### config.mk
export PLATFORM = sky130hd
export DESIGN_NAME = prg_uploader
export DESIGN_NICKNAME = d
export VERILOG_FILES = /design/src/rtl/prg_uploader.sv
export SDC_FILE = /design/constraint.sdc
export NUM_CORES = 1
export LEC_CHECK = 0
export BUFFER_PORTS_ARGS = -buffer_cell sky130_fd_sc_hd__buf_2
export CELL_PAD_IN_SITES_DETAIL_PLACEMENT = 0
export CELL_PAD_IN_SITES_GLOBAL_PLACEMENT = 1
export CORE_MARGIN = 1.5
export CORE_UTILIZATION = 37
export CTS_BUF_LIST = sky130_fd_sc_hd__clkbuf_8
export DETAILED_ROUTE_END_ITERATION = 8
export GPL_TIMING_DRIVEN = 0
export MAX_ROUTING_LAYER = met4
export PLACE_DENSITY_LB_ADDON = 0.2
export REMOVE_ABC_BUFFERS = 1
export SYNTH_ARGS = -nofsm -noshare
export SYNTH_HDL_FRONTEND = slang
export SYNTH_SLANG_ARGS = --single-unit
export TNS_END_PERCENT = 30
### constraint.sdc
create_clock -name clk -period 2.85 [get_ports clk]
set_clock_uncertainty 0.2 [all_clocks]
set_input_delay 0 -clock clk [delete_from_list [all_inputs] [get_ports clk]]
set_output_delay 0 -clock clk [all_outputs]
set_load 0.03 [all_outputs]
### src/rtl/prg_uploader.sv
// -----------------------------------------------------------------------------
// prg_uploader
//
// Saves the BASIC program held in on-chip RAM to the HPS as a .PRG file. This is
// the read-out counterpart of the PRG downloader.
//
// When the OSD save trigger rises, the block:
//   1. reads the 16-bit little-endian end-of-program pointer,
//   2. sizes the file from that pointer,
//   3. asks the HPS to start an upload,
//   4. answers each ioctl_rd strobe with a byte read from RAM.
//
// While it owns the RAM read port, the block holds 'uploading' high. The top
// level uses that signal to keep the Z80 in WAIT.
//
// Optional feature: when LM80C_PRG_HEADER_EN is defined, the file starts with a
// 2-byte load-address header: PRG_START low byte, then PRG_START high byte.
//
// Ports
//   clk               in   system clock (clk_sys)
//   reset             in   synchronous, active-high
//   trigger           in   save request from OSD; a rising edge starts a save
//   ioctl_upload      in   HPS upload in progress
//   ioctl_index       in   [7:0]  HPS file index
//   ioctl_addr        in   [24:0] file byte offset requested by the HPS
//   ioctl_rd          in   HPS read strobe, 1 clk wide
//   ioctl_din         out  [7:0]  byte returned to the HPS
//   ioctl_upload_req  out  asks the HPS to start an upload
//   uploading         out  block owns the RAM read port (CPU must WAIT)
//   file_len          out  [15:0] file length in bytes
//   mem_addr          out  [15:0] RAM read address (CPU address space)
//   mem_rd            out  RAM read enable
//   mem_data          in   [7:0]  RAM read data, valid 1 clk after mem_rd
//   done              out  1-clk pulse: upload finished
//   error             out  1-clk pulse: invalid pointer, save aborted
// -----------------------------------------------------------------------------
module prg_uploader #(
   parameter logic [15:0] PRG_START    = 16'h560F,
   parameter logic [15:0] PTR_PROGND   = 16'h55EB,
   parameter logic [7:0]  UPLOAD_INDEX = 8'd2,
   parameter logic [7:0]  PAD_BYTE     = 8'h00
) (
   input  logic        clk,
   input  logic        reset,
   input  logic        trigger,
   input  logic        ioctl_upload,
   input  logic [7:0]  ioctl_index,
   input  logic [24:0] ioctl_addr,
   input  logic        ioctl_rd,
   output logic [7:0]  ioctl_din,
   output logic        ioctl_upload_req,
   output logic        uploading,
   output logic [15:0] file_len,
   output logic [15:0] mem_addr,
   output logic        mem_rd,
   input  logic [7:0]  mem_data,
   output logic        done,
   output logic        error
);

`ifdef LM80C_PRG_HEADER_EN
   localparam logic [15:0] HDR_LEN = 16'd2;
`else
   localparam logic [15:0] HDR_LEN = 16'd0;
`endif

   typedef enum logic [2:0] {
      ST_IDLE,
      ST_PTR_LO,
      ST_PTR_HI,
      ST_CHECK,
      ST_REQ,
      ST_SERVE,
      ST_FINISH
   } state_t;

   state_t      state_reg, state_next;
   logic        trigger_q_reg;
   logic        upload_q_reg;
   logic [7:0]  ptr_lo_reg;
   logic [15:0] file_len_reg;
   logic        error_reg;
   logic [7:0]  din_reg;

   // Stage 1 of the read pipeline. It records what the strobe of the previous
   // clock asked for, so the result can be written on the following clock.
   logic        p1_valid_reg;
   logic        p1_ram_reg;
   logic [7:0]  p1_byte_reg;

   logic        trigger_rise;
   logic [15:0] ptr_full;
   logic        ptr_ok;
   logic [15:0] prog_len;
   logic        serve_rd;
   logic        in_file;
   logic [15:0] prog_off;
   logic        rd_use_ram;
   logic [7:0]  rd_byte;
   logic [15:0] rd_addr;
   logic [15:0] mem_addr_next;
   logic        mem_rd_next;

   assign trigger_rise = trigger & ~trigger_q_reg;

   // In CHECK, the high pointer byte is still on mem_data (it was read in
   // PTR_HI). It is therefore used directly rather than latched first.
   assign ptr_full = {mem_data, ptr_lo_reg};
   assign ptr_ok   = (ptr_full > PRG_START);
   assign prog_len = ptr_full - PRG_START;

   assign serve_rd = (state_reg == ST_SERVE) && ioctl_rd;

   // Compare the full 25-bit offset. Offsets of 2^16 and above can then never
   // alias back into RAM.
   assign in_file  = (ioctl_addr < {9'd0, file_len_reg});
   assign prog_off = ioctl_addr[15:0] - HDR_LEN;
   assign rd_addr  = PRG_START + prog_off;

   // Decode the strobe: read from RAM, return a header byte, or return padding.
   always_comb begin
      rd_use_ram = 1'b0;
      rd_byte    = PAD_BYTE;
      if (in_file) begin
`ifdef LM80C_PRG_HEADER_EN
         if (ioctl_addr[15:0] == 16'd0) begin
            rd_byte = PRG_START[7:0];
         end else if (ioctl_addr[15:0] == 16'd1) begin
            rd_byte = PRG_START[15:8];
         end else begin
            rd_use_ram = 1'b1;
         end
`else
         rd_use_ram = 1'b1;
`endif
      end
   end

   // Next-state logic and RAM port drive.
   always_comb begin
      state_next    = state_reg;
      mem_addr_next = 16'h0000;
      mem_rd_next   = 1'b0;
      case (state_reg)
         ST_IDLE: begin
            if (trigger_rise) begin
               state_next = ST_PTR_LO;
            end
         end
         ST_PTR_LO: begin
            mem_addr_next = PTR_PROGND;
            mem_rd_next   = 1'b1;
            state_next    = ST_PTR_HI;
         end
         ST_PTR_HI: begin
            mem_addr_next = PTR_PROGND + 16'd1;
            mem_rd_next   = 1'b1;
            state_next    = ST_CHECK;
         end
         ST_CHECK: begin
            state_next = ptr_ok ? ST_REQ : ST_IDLE;
         end
         ST_REQ: begin
            if (ioctl_upload && (ioctl_index == UPLOAD_INDEX)) begin
               state_next = ST_SERVE;
            end
         end
         ST_SERVE: begin
            if (serve_rd && rd_use_ram) begin
               mem_addr_next = rd_addr;
               mem_rd_next   = 1'b1;
            end
            if (upload_q_reg && !ioctl_upload) begin
               state_next = ST_FINISH;
            end
         end
         ST_FINISH: begin
            state_next = ST_IDLE;
         end
         default: begin
            state_next = ST_IDLE;
         end
      endcase
   end

   always_ff @(posedge clk) begin
      if (reset) begin
         state_reg     <= ST_IDLE;
         trigger_q_reg <= 1'b0;
         upload_q_reg  <= 1'b0;
         ptr_lo_reg    <= 8'h00;
         file_len_reg  <= 16'h0000;
         error_reg     <= 1'b0;
         din_reg       <= 8'h00;
         p1_valid_reg  <= 1'b0;
         p1_ram_reg    <= 1'b0;
         p1_byte_reg   <= 8'h00;
      end else begin
         state_reg     <= state_next;
         trigger_q_reg <= trigger;
         upload_q_reg  <= ioctl_upload;
         error_reg     <= (state_reg == ST_CHECK) && !ptr_ok;

         // The low pointer byte requested in PTR_LO arrives during PTR_HI.
         if (state_reg == ST_PTR_HI) begin
            ptr_lo_reg <= mem_data;
         end

         if ((state_reg == ST_CHECK) && ptr_ok) begin
            file_len_reg <= prog_len + HDR_LEN;
         end

         // Padding and header bytes also take two clocks. Keeping every result
         // at the same latency means back-to-back strobes complete in order.
         p1_valid_reg <= serve_rd;
         p1_ram_reg   <= rd_use_ram;
         p1_byte_reg  <= rd_byte;
         if (p1_valid_reg) begin
            din_reg <= p1_ram_reg ? mem_data : p1_byte_reg;
         end
      end
   end

   assign ioctl_din        = din_reg;
   assign ioctl_upload_req = (state_reg == ST_REQ);
   assign uploading        = (state_reg != ST_IDLE);
   assign file_len         = file_len_reg;
   assign mem_addr         = mem_addr_next;
   assign mem_rd           = mem_rd_next;
   assign done             = (state_reg == ST_FINISH);
   assign error            = error_reg;

endmodule

==> summary.md <==
| Metric | Value |
|---|---|
| Post-synthesis mux area share | 0 |
| First-pass GRT wire length | 11,580 um |
| Share of power burned in registers | 0.438 |
| CTS buffer count | 5 |
| Syn Std Cell Area | 2691 um^2 |
| PD cells | 393.6 nW/um^2 |
| Layout cells sized above 1 | 0.2506 |
| TritonCTS clock tree | yes |
| Core Area | 6907 um^2 |
| Pint | 910.4 uW |
| CP Class | reg -> out |
| Clock share of power | 0.291 |
| Avg Inst Size Synth | 7.668 um^2 |
| Drt pass-1 iters | 4 |
| IO buf count | 90 |
| Yosys warnings | 0 |
| Simple-Gate Fraction of Synth Area | 0.2613 |
| Top cells by area, synth | dfxtp_1 30%, ha_1 7.9%, a21oi_1 6.7% |
| Post-synth EDFFs | 0 |
| Layout area overhead | 28.08% |
| Pin count of the biggest net entering global routing | 43 |
| Root Buffer | clkbuf_8 |
| Post-synthesis compound-gate area fraction | 0.2185 |
| Hold crit path type | in -> reg |
| Startpoint types | register |
| Worst hold margin | 0.04050 ns |
| Num rows | 30 |
| Adder-cell share of the synthesized area | 0.07903 |
| Die height | just under 90 um |
| Die area | 7794 um^2 |
| # IOs | 91 |
| Post-synthesis sequential element count | 40 |
| Post-synthesis async set-or-reset flop share | 0 |
| Cells after Synth | 351 |
| Final hold violation count | 0 |
| Post-synth top cells | 40 x dfxtp_1, 36 x a21oi_1, 29 x nand2_1 |
| Ant. Diodes | 0 |
| Max-slew violations | 0 |
| WL final | roughly 7400 um |
| GP Congestion | ~0.81 |
| Crit path required time | 2.65 ns |
| Most numerous cell in the Yosys netlist | dfxtp_1 |
| Final period util | 0.9540 |
| DRT iter0 DRCs | 81 |
| Comb power frac | 0.271 |
| Arr. time, crit path | ~2.5 ns |
| Power Total | 1357 uW |
| Top FF cell, synth | dfxtp_1 |
| Slew HR | 0.4863 |
| NetSw | 446.3 uW |
| Combinational family with the most area after synthesis | simple AND/OR/NAND/NOR gates |
| Detailed-route via count | 2,769 |
| Routed Antenna Nets | 0 |
| Total clock sinks | 40 |
| Critical path endpoint category | primary output |
| Post-synthesis xor/xnor area fraction | 0.07159 |
| Part of the Yosys area used for sequential elements | 0.2975 |
| Synth cell types | 53 |
| Switching part of the total | 0.3290 |
| VDD IR max | 0.0002526 V |
| Die width | 88.29 um |
| Max-cap violations | 0 |
| Worst slew pin tran | slightly below 0.8 ns |
| Initial Utilization | 0.3897 |
| Grt total ovfl | 0 |
| Final setup viols | 0 |
| Maximum clock path buffer count | 2 |
| Routed WL per cell | 13.78 um |
| Area leader, netlist | dfxtp_1 |
| Outcome | completed |
| Initial antenna violation count | 0 |
| Worst-Skew Late Latency | between 0.2 and 0.3 ns |
| Yosys top cell area share | 0.2975 |
| H-tree levels | 2 |
| Leak | approximately 0.0015 uW |
| Drt drc | 0 |
| All-Layer GR Usage | 0.1943 |
| Number of nets in the layout | between 500 and 600 |
| Vias in the first global route | 2,403 |
| Minimum clock period | between 2 and 3 ns |
| Max Clock Freq | 367.8 MHz |
| DP HPWL | around 5700 um |
| Clk slew on worst S/H paths | ~0.08 ns |
| Vias per cell | 5.137 |
| Max reg flops | 16 |
| Critical path fanouts, max | 8 |
-- per-layer routing --
layer | routed length (um) | track usage | up-vias
met5 | 0 | - | -
met4 | 60 | 0.04119 | 0
met3 | 272 | 0.03078 | 5
met2 | 3534 | 0.3158 | 55
met1 | 3561 | 0.2561 | 1272
li1 | - | - | 1437
-- metrics by stage --
| stage | setup WS [ns] | std cells | util | setup TNS [ns] | cell area [um^2] |
|---|---|---|---|---|---|
| finish | 0.1312 | 539 | 0.4991 | 0 | 3447 |
| CTS | 0.005501 | 538 | 0.4908 | 0 | 3390 |
| detailed placement | 0.01802 | 515 | 0.4562 | 0 | 3151 |
| floorplan | -0.2065 | 329 | - | -1.321 | 2580 |
| global placement | 0.03771 | 515 | 0.4562 | 0 | 3151 |
| global route | -0.03112 | 539 | 0.4991 | -0.04351 | 3447 |
-- worst max-delay path: stages, from the launching register on --
cell	delay, ns
dfxtp_2	0.33
inv_1	0.06
ha_1	0.28
a21o_1	0.18
a221o_1	0.32
a221oi_2	0.28
o211ai_1	0.17
buf_4	0.20
a221oi_2	0.20
buf_4	0.21
-- logic make-up after synthesis --
logic type / count (synthesis)
buffers and inverters: 44
flip-flops: 40
XOR/XNOR: 22
AO/OA/AOI/OAI: 95
AND/OR/NAND/NOR: 133
adder cells (fa/ha/maj): 17
-- final timing paths --
check	start	to	slack, ns	cells after the start
setup / recovery	file_len[6]$_SDFFE_PP0P_	mem_addr[13]	0.13	9
hold / removal	ioctl_addr[23]	p1_ram_reg$_SDFF_PP0_	0.04	6
setup reg to reg	ptr_lo_reg[0]$_SDFFE_PP0P_	file_len[8]$_SDFFE_PP0P_	0.31	6
hold reg to reg	ioctl_din[3]$_SDFFE_PP0P_	ioctl_din[3]$_SDFFE_PP0P_	0.27	2
-- power groups by stage --
stage	registers [uW]	logic (uW)	clock network (uW)
finish	595	368	394
global route	598	406	427
CTS	594	358	402
detailed placement	607	344	0
global placement	607	342	0
floorplan	609	211	0
-- repair_timing --
item,4_1_cts,5_1_grt
pin swaps,1,2
gates resized for setup,0,21
cloned,0,1
setup endpoints to repair,16,21
endpoints found under the hold margin,30,0
buffers inserted,2,0
hold buffers,13,0
-- area by class of cell --
| cell class | count | area, um^2 |
|---|---|---|
| Clock inverter | 2 | 11.26 |
| Timing Repair Buffer | 106 | 620.6 |
| Multi-Input combinational cell | 267 | 1725 |
| Clock buffer | 6 | 82.58 |
| Fill cell | 741 | 3460 |
| Inverter | 22 | 82.58 |
| Tap cell | 96 | 120.1 |
| Sequential cell | 40 | 804.5 |
-- cells in the final DEF, fill, tap and decap left out, types with 2 or more instances in the layout --
cell	count
a211oi_1	7
a21o_1	4
a21oi_1	35
a221oi_2	2
a31oi_1	5
and2_1	2
and3_1	3
and4_1	2
buf_2	83
buf_4	9
clkbuf_8	6
dfxtp_1	37
dfxtp_2	3
dlygate4sd3_1	13
ha_1	17
inv_1	23
nand2_1	29
nand2b_1	14
nand3_1	18
nand3b_1	2
nand4_1	4
nor2_1	22
nor2b_1	7
nor3_1	12
nor3b_1	2
nor4_1	5
o21a_1	2
o21ai_0	12
o21ai_1	7
o22ai_1	3
o31ai_1	4
o41ai_1	2
or3_1	2
or4_1	2
xnor2_1	10
xor2_1	12
Power figures use the tool's default switching activity.
